`config.mk`:
```
export PLATFORM = sky130hd
export DESIGN_NAME = posit_noncomp
export DESIGN_NICKNAME = d
export VERILOG_FILES = /design/src/rtl/posit_noncomp.sv
export SDC_FILE = /design/constraint.sdc
export NUM_CORES = 1
export LEC_CHECK = 0
export ABC_AREA = 1
export CORE_MARGIN = 5
export CORE_UTILIZATION = 48
export CTS_CLUSTER_DIAMETER = 150
export DETAILED_ROUTE_END_ITERATION = 10
export GPL_TIMING_DRIVEN = 0
export PLACE_DENSITY = 0.94
export SYNTH_ARGS = -nofsm -noshare
export SYNTH_HDL_FRONTEND = slang
export SYNTH_SLANG_ARGS = --single-unit
```
`constraint.sdc`:
```
create_clock -name clk_i -period 3.1 [get_ports clk_i]
set_input_delay 0.465 -clock clk_i [delete_from_list [all_inputs] [get_ports clk_i]]
set_output_delay 0.465 -clock clk_i [all_outputs]
set_load 0.01 [all_outputs]
```
`src/rtl/posit_noncomp.sv`:
```
// Non-computational posit unit (MIN/MAX/EQ/LT/LE/CLASS) with an elastic output pipeline.
// Optional macro POSIT_NONCOMP_NAR_FLAG_EN adds a pipelined nar_o flag output.

package posit_pkg;
  typedef enum logic [1:0] {
    POSIT8  = 2'd0,
    POSIT16 = 2'd1,
    POSIT32 = 2'd2
  } posit_format_e;

  typedef struct packed {
    logic is_neg;
    logic is_pos;
    logic is_NaR;
    logic is_zero;
  } posit_info_t;

  function automatic int unsigned posit_width(posit_format_e fmt);
    case (fmt)
      POSIT16: return 16;
      POSIT32: return 32;
      default: return 8;
    endcase
  endfunction
endpackage

module posit_classifier #(
  parameter posit_pkg::posit_format_e pFormat = posit_pkg::posit_format_e'(0),
  parameter int unsigned NumOperands = 1,
  localparam int unsigned WIDTH = posit_pkg::posit_width(pFormat)
) (
  input  logic [NumOperands-1:0][WIDTH-1:0]      operands_i,
  output posit_pkg::posit_info_t [NumOperands-1:0] info_o
);
  localparam logic [WIDTH-1:0] NarPattern = {1'b1, {(WIDTH-1){1'b0}}};

  always_comb begin
    info_o = '0;
    for (int i = 0; i < NumOperands; i++) begin
      info_o[i].is_zero = (operands_i[i] == '0);
      info_o[i].is_NaR  = (operands_i[i] == NarPattern);
      info_o[i].is_neg  = operands_i[i][WIDTH-1] && (operands_i[i] != NarPattern);
      info_o[i].is_pos  = !operands_i[i][WIDTH-1] && (operands_i[i] != '0);
    end
  end
endmodule

module posit_noncomp #(
  parameter posit_pkg::posit_format_e pFormat = posit_pkg::posit_format_e'(0),
  parameter int unsigned NumPipeRegs = 1,
  parameter int unsigned TagWidth = 4,
  localparam int unsigned WIDTH = posit_pkg::posit_width(pFormat)
) (
  input  logic                     clk_i,
  input  logic                     rst_i,
  input  logic [1:0][WIDTH-1:0]    operands_i,
  input  logic [2:0]               op_i,
  input  logic [TagWidth-1:0]      tag_i,
  input  logic                     in_valid_i,
  output logic                     in_ready_o,
  input  logic                     flush_i,
  output logic [WIDTH-1:0]         result_o,
  output logic [TagWidth-1:0]      tag_o,
  output logic                     out_valid_o,
  input  logic                     out_ready_i,
  output logic                     busy_o
`ifdef POSIT_NONCOMP_NAR_FLAG_EN
  ,output logic                    nar_o
`endif
);
  localparam logic [WIDTH-1:0] NarPattern = {1'b1, {(WIDTH-1){1'b0}}};

  posit_pkg::posit_info_t [1:0] info;
  logic signed [WIDTH-1:0] opA, opB;
  logic                    anyNar, aLtB, bLtA;
  logic [WIDTH-1:0]        opResult;
  logic                    unusedInfoB;

  posit_classifier #(
    .pFormat    (pFormat),
    .NumOperands(2)
  ) u_classifier (
    .operands_i(operands_i),
    .info_o    (info)
  );

  assign opA         = operands_i[0];
  assign opB         = operands_i[1];
  assign anyNar      = info[0].is_NaR || info[1].is_NaR;
  assign aLtB        = opA < opB;
  assign bLtA        = opB < opA;
  assign unusedInfoB = ^{info[1].is_neg, info[1].is_pos, info[1].is_zero};

  // NaR is the most negative two's-complement pattern, so signed compares already order it first
  always_comb begin
    opResult = '0;
    case (op_i)
      3'd0: opResult = anyNar ? NarPattern : (bLtA ? operands_i[1] : operands_i[0]);
      3'd1: opResult = anyNar ? NarPattern : (aLtB ? operands_i[1] : operands_i[0]);
      3'd2: opResult[0] = (operands_i[0] == operands_i[1]);
      3'd3: opResult[0] = aLtB;
      3'd4: opResult[0] = !bLtA;
      3'd5: opResult[3:0] = info[0];
      default: opResult = '0;
    endcase
  end

`ifdef POSIT_NONCOMP_NAR_FLAG_EN
  logic opNar;
  assign opNar = (op_i == 3'd5) ? info[0].is_NaR : anyNar;
`endif

  if (NumPipeRegs > 0) begin : gen_pipe
    logic [NumPipeRegs-1:0]               valid_q, valid_d, stageReady;
    logic [NumPipeRegs-1:0][WIDTH-1:0]    result_q, result_d;
    logic [NumPipeRegs-1:0][TagWidth-1:0] tag_q, tag_d;
`ifdef POSIT_NONCOMP_NAR_FLAG_EN
    logic [NumPipeRegs-1:0]               nar_q, nar_d;
`endif

    // A stage can load iff it or some stage downstream of it has room to shift
    for (genvar g = 0; g < NumPipeRegs; g++) begin : gen_ready
      assign stageReady[g] = out_ready_i || !(&valid_q[NumPipeRegs-1:g]);
    end

    always_comb begin
      valid_d  = valid_q;
      result_d = result_q;
      tag_d    = tag_q;
`ifdef POSIT_NONCOMP_NAR_FLAG_EN
      nar_d    = nar_q;
`endif
      if (stageReady[0]) begin
        valid_d[0]  = in_valid_i;
        result_d[0] = opResult;
        tag_d[0]    = tag_i;
`ifdef POSIT_NONCOMP_NAR_FLAG_EN
        nar_d[0]    = opNar;
`endif
      end
      for (int i = 1; i < NumPipeRegs; i++) begin
        if (stageReady[i]) begin
          valid_d[i]  = valid_q[i-1];
          result_d[i] = result_q[i-1];
          tag_d[i]    = tag_q[i-1];
`ifdef POSIT_NONCOMP_NAR_FLAG_EN
          nar_d[i]    = nar_q[i-1];
`endif
        end
      end
      if (flush_i) begin
        valid_d = '0;
`ifdef POSIT_NONCOMP_NAR_FLAG_EN
        nar_d   = '0;
`endif
      end
    end

    always_ff @(posedge clk_i) begin
      if (rst_i) begin
        valid_q  <= '0;
        result_q <= '0;
        tag_q    <= '0;
`ifdef POSIT_NONCOMP_NAR_FLAG_EN
        nar_q    <= '0;
`endif
      end else begin
        valid_q  <= valid_d;
        result_q <= result_d;
        tag_q    <= tag_d;
`ifdef POSIT_NONCOMP_NAR_FLAG_EN
        nar_q    <= nar_d;
`endif
      end
    end

    assign in_ready_o  = stageReady[0];
    assign out_valid_o = valid_q[NumPipeRegs-1];
    assign result_o    = result_q[NumPipeRegs-1];
    assign tag_o       = tag_q[NumPipeRegs-1];
    assign busy_o      = |valid_q;
`ifdef POSIT_NONCOMP_NAR_FLAG_EN
    assign nar_o       = nar_q[NumPipeRegs-1];
`endif
  end else begin : gen_comb
    logic unusedPipe;
    assign unusedPipe  = ^{clk_i, rst_i, flush_i};
    assign in_ready_o  = out_ready_i;
    assign out_valid_o = in_valid_i;
    assign result_o    = opResult;
    assign tag_o       = tag_i;
    assign busy_o      = 1'b0;
`ifdef POSIT_NONCOMP_NAR_FLAG_EN
    assign nar_o       = opNar;
`endif
  end
endmodule
```
## Word level (Yosys, flattened, before mapping)

Cells that the tools add are included.

- Register bits after elaboration: 13
- Input port bits: 28
- Output and inout port bits: 15

- Order comparisons: 2
- Eq/ne operators: 9
- Multiplexer cells: 7
- Reduce and logical (&&, ||, !) cells: 11

Operator list:

| kind | count |
|---|---|
| two-way mux 8 bit | 4 |
| == test 8 bit (second input constant) | 2 |
| less-than comparator 8 bit | 2 |
| case mux 3 bit (3 select lines) | 1 |
| == test 8 bit | 1 |
| logical NOT 8 bit | 1 |
| inequality test 8 bit (second input constant) | 1 |
| case mux 4 bit (2 select lines) | 1 |
| nonzero test 8 bit | 1 |
| == test 3 x 2 -> 1 bit (second input constant) | 2 |
| == test 3 bit (second input constant) | 2 |
| case mux 1 bit (6 select lines) | 1 |
| == test 3 x 1 -> 1 bit (second input constant) | 1 |
| logical NOT 1 bit | 3 |
| logical NOT 3 bit | 1 |
| logical AND 1 bit | 2 |
| logical OR 1 bit | 2 |
| OR reduction 2 bit | 1 |

## Depth between registers and ports, before layout

- Depth after elaboration: 4
- Gate-level depth with buffers: 17
- Gate-level depth less buffers: 16

## Cells and area by module

From an unflattened synthesis, not the netlist that was laid out.

- Cells, all modules: 204
- Area total of the unflattened synthesis: 1224.9 um^2

Modules (own cells, without submodules):

| module | instances | cells each | area each (um^2) |
|---|---|---|---|
| posit_noncomp | 1 | 178 | 1122.3 |
| posit_classifier | 1 | 26 | 102.6 |

## Least setup slack after synthesis

OpenSTA, ideal clock, no wires.

- Path type: in2reg
- Start: input operands_i[7] (netlist bit)
- End: register gen_pipe.result_q, in the netlist result_o[4]
- Setup time: 0.132 ns
- Arrival time: 1.826 ns
- Setup slack: 1.142 ns
- Cell stages on the path: 12
- Path through: inv_1 > ha_1 > a21o_1 > nor2_1 > nand2_1 > nand2_2 > nand3_2 > buf_6 > o211ai_1 > o21ai_1 > nand2_1 > a21oi_2

- Longest elaborated chain between the ends: 4
- Elaborated cells on any way between the ends: 9
- Those cells by class: order compare: 2; eq/ne: 1; mux: 5; reduce/logical: 1

RTL lines:

| what | line | text |
|---|---|---|
| start: declaration | 56 | `input logic [1:0][WIDTH-1:0] operands_i,` |
| less-than comparator 8 bit, or another cell as far along | 90 | `assign aLtB = opA < opB;` |
| two-way mux 8 bit, or another cell as far along | 99 | `3'd1: opResult = anyNar ? NarPattern : (aLtB ? operands_i[1] : operands_i[0]);` |
| two-way mux 8 bit, on equally long branches | 99, 98 |  |
| case mux 4 bit (2 select lines) * | 97 | `case (op_i)` |
| end signal: assignment | 169 | `result_q <= result_d;` |
| end: declaration | 115 | `logic [NumPipeRegs-1:0][WIDTH-1:0] result_q, result_d;` |

Every way passes the cells marked *; elsewhere a longest branch is shown, timed or not.
A chain may end at the register's enable or synchronous reset.

## Worst setup path in the final report

- Start: input out_ready_i
- End: output in_ready_o

- Longest elaborated chain between the ends: 1

RTL lines:

| what | line | text |
|---|---|---|
| start: declaration | 65 | `input logic out_ready_i,` |
| logical OR 1 bit | 123 | `assign stageReady[g] = out_ready_i \|\| !(&valid_q[NumPipeRegs-1:g]);` |
| end: declaration | 60 | `output logic in_ready_o,` |

Every way passes these cells.

==> flow_metrics.env <==
export IMPL_cts_buffer_depth=2
export IMPL_vdd_drop_max_mv=0.3095
export IMPL_die_w_um=59.53
export IMPL_synthArstFlopShare_pct=0
export IMPL_drc_errors=0
export IMPL_io_pins=43
export IMPL_first_iter_violations=90
export IMPL_drt_pass1_iter_count=4
export IMPL_root_buffer="clkbuf_4"
export IMPL_setup_tns_ns=0
export IMPL_end_kind="output pin"
export IMPL_multi_input_area_um2=774.5
export IMPL_stdcell_area_um2=1662
export IMPL_drt_antenna_violating_nets=0
export IMPL_pwr_density_cell_nw_per_um2=301.4
export IMPL_die_area_um2=3543
export IMPL_leakage_nw=0.7406
export IMPL_cp_data_required_time_ns=2.63
export IMPL_synth_area_mux_share_pct=0
export IMPL_grt_max_degree=11
export IMPL_yosys_area_top_type_share_pct=22.10
export IMPL_place_area_um2=1635
export IMPL_fp_dieH_um=59.53
export IMPL_cpMostUsedCell="clkdlybuf4s50_1"
export IMPL_port_buffer_count=42
export IMPL_antenna_found_initial=0
export IMPL_vias=1441
export IMPL_synth_yosys_seq_area_share_pct=22.10
export IMPL_grt_pass1_vias=1255
export IMPL_htreeDepth=1
export IMPL_setup_viol=0
export IMPL_synth_top_family_by_area="simple AND/OR/NAND/NOR gates"
export IMPL_start_util_pct=48.86
export IMPL_maxCapViolCount=0
export IMPL_final_nets=270
export IMPL_status="completed"
export IMPL_cts_buffers=3
export IMPL_hold_class="flip-flop to flip-flop"
export IMPL_yosys_top_cells_area="dfxtp_1, nand2_1, ha_1"
export IMPL_cp_num_buf_inv=3
export IMPL_ys_seq_elements=13
export IMPL_grt_pass1_wl_mm=5.202
export IMPL_cp_start_kind="primary input"
export IMPL_synth_avg_cell_area_um2=6.296
export IMPL_skew_ns=0.01011
export IMPL_cts_tree="yes"
export IMPL_hold_viol_final=0
export IMPL_cts_sinks=13
export IMPL_yosysWarnings=0
export IMPL_rsz0062_at_grt="no"
export IMPL_layout_drive_gt1_share_pct=7.725
export IMPL_grt_remaining_overflow=0
export IMPL_worstMarginPinSlew_ns=0.9705
export IMPL_synth_common_cells="nand2_1, inv_1, nand4_1"
export IMPL_area_growth_pct=41.13
export IMPL_slew_violations=0
export IMPL_postCtsHoldBufs=0
export IMPL_synthCells=187
export IMPL_yosysTopAreaCell="dfxtp_1"
export IMPL_crit_path_top_delay_cell="clkdlybuf4s50_1"
export IMPL_cts_resized=0
export IMPL_synth_nets=223
export IMPL_yosys_area_share_simple_pct=41.76
export IMPL_synth_edf_count=0
export IMPL_rows=18
export IMPL_max_freq_ghz=0.3795
export IMPL_postCtsSetupBuffers=0
export IMPL_period_share_pct=85.01
export IMPL_synth_main_ff_cell="dfxtp_1"
export IMPL_period_minus_slack_ns=2.635
export IMPL_design_core_area_um2=2410
export IMPL_cpPeakStageDelay_ns=0.58
export IMPL_final_util_pct=68.95
export IMPL_fillers=202
export IMPL_p_total_mw=0.5007
export IMPL_synthXorXnorAreaFrac_pct=0
export IMPL_synth_cell_area_um2=1177
export IMPL_slew_headroom_pct=34.80
export IMPL_synth_most_common_cell="nand2_1"
export IMPL_synth_compound_area_share_pct=15.52
export IMPL_seq_area_um2=260.3
export IMPL_routabilityCongestion=0.8837
export IMPL_hold_slack_ns=0.4677
export IMPL_cp_top_family="buffers and inverters"
export IMPL_arrival_ns=2.17
export IMPL_clk_latency_ns=0.28
export IMPL_track_usage_pct=18.28
export IMPL_via_per_inst=5.479
export IMPL_drt_wl_total_mm=3.255
export IMPL_wl_per_cell_um=12.38
export IMPL_path_clk_slew_ns=0.09
export IMPL_dp_hpwl_mm=2.532
export IMPL_cp_cell_sequence="clkdlybuf4s50_1 > nor2_1 > clkinv_1 > clkdlybuf4s50_1"
export IMPL_synth_adder_area_share_pct=8.502
export IMPL_synth_cell_types=27
export IMPL_cp_max_fo=10
export IMPL_path_class="primary input to output pin"
export IMPL_n_antenna_cell=0
final timing paths:
path	slack (ns)	end	startpoint	cells past startpoint
setup / recovery	0.46	in_ready_o	out_ready_i	4
hold / removal	0.47	tag_o[2]	tag_o[2]	2
setup reg to reg	1.60	result_o[7]	busy_o	5
hold reg to reg	0.47	tag_o[2]	tag_o[2]	2
metrics by stage:
step | setup WS [ns] | instances
final | 0.4647 | 263
after global routing | 0.3295 | 263
after detailed placement | 0.3234 | 259
after CTS | 0.4385 | 263
after global placement | 0.3454 | 259
after floorplan | 1.142 | 187
worst reg2reg max path: stages, from the launching register on:
cell and delay (ns):
dfxtp_1 0.36, inv_1 0.05, nor2_1 0.33, clkinv_1 0.38
o21bai_1 0.23, a21oi_1 0.06
area by class of cell:
class	instances	area share [%]
Sequential cell	13	15.66
Timing Repair Buffer	42	25.30
Buffer	6	2.937
Multi-Input combinational cell	143	46.61
Tap cell	30	2.259
Inverter	25	5.648
Clock buffer	4	1.581
cells by family (layout without fill, tap and decap cells):
family	count (synthesis)	after routing
buffers and inverters	31	77
flip-flops	13	13
adder cells (fa/ha/maj)	8	8
AO/OA/AOI/OAI	31	31
AND/OR/NAND/NOR	104	104
where the power goes:
part           leakage (nW)  switching, mW  internal [mW]
Clock                0.0150         0.0581         0.0500
Sequential            0.107        0.00492          0.177
Combinational         0.619          0.111          0.100
per-layer routing:
layer  vias to the layer above  share of wire (%)  global-route usage [%]  routed length (µm)
met2                        66                 48                   30.73                1549
met3                         6                7.9                   4.139                 257
met5                         -                  0                       0                   0
li1                        721                  -                       -                   -
met4                         0                1.0                   4.114                  34
met1                       648                 43                   23.69                1413
cell usage in the layout (no fill, tap or decap):
cell type	instances
clkinv_1	1
ha_1	8
clkbuf_1	3
inv_1	23
nor2_1	15
o21bai_1	1
nor4_1	1
buf_6	3
o211ai_1	3
nand2_8	1
nand4_2	1
o21ai_1	7
a21oi_2	3
nand2_2	1
a21o_1	1
dfxtp_1	13
clkbuf_4	3
nand4_1	16
nor3_1	4
nor2_2	2
o21ai_2	1
inv_2	1
o21ai_0	2
nand2_1	50
nand3_2	1
a21oi_1	13
nand3_1	12
buf_4	1
clkdlybuf4s50_1	42
state kept, by name, indices dropped and copies added (netlist names):
name      cells
tag_o         4
busy_o        1
result_o      8
No activity file was read; power rests on OpenSTA's default activity.
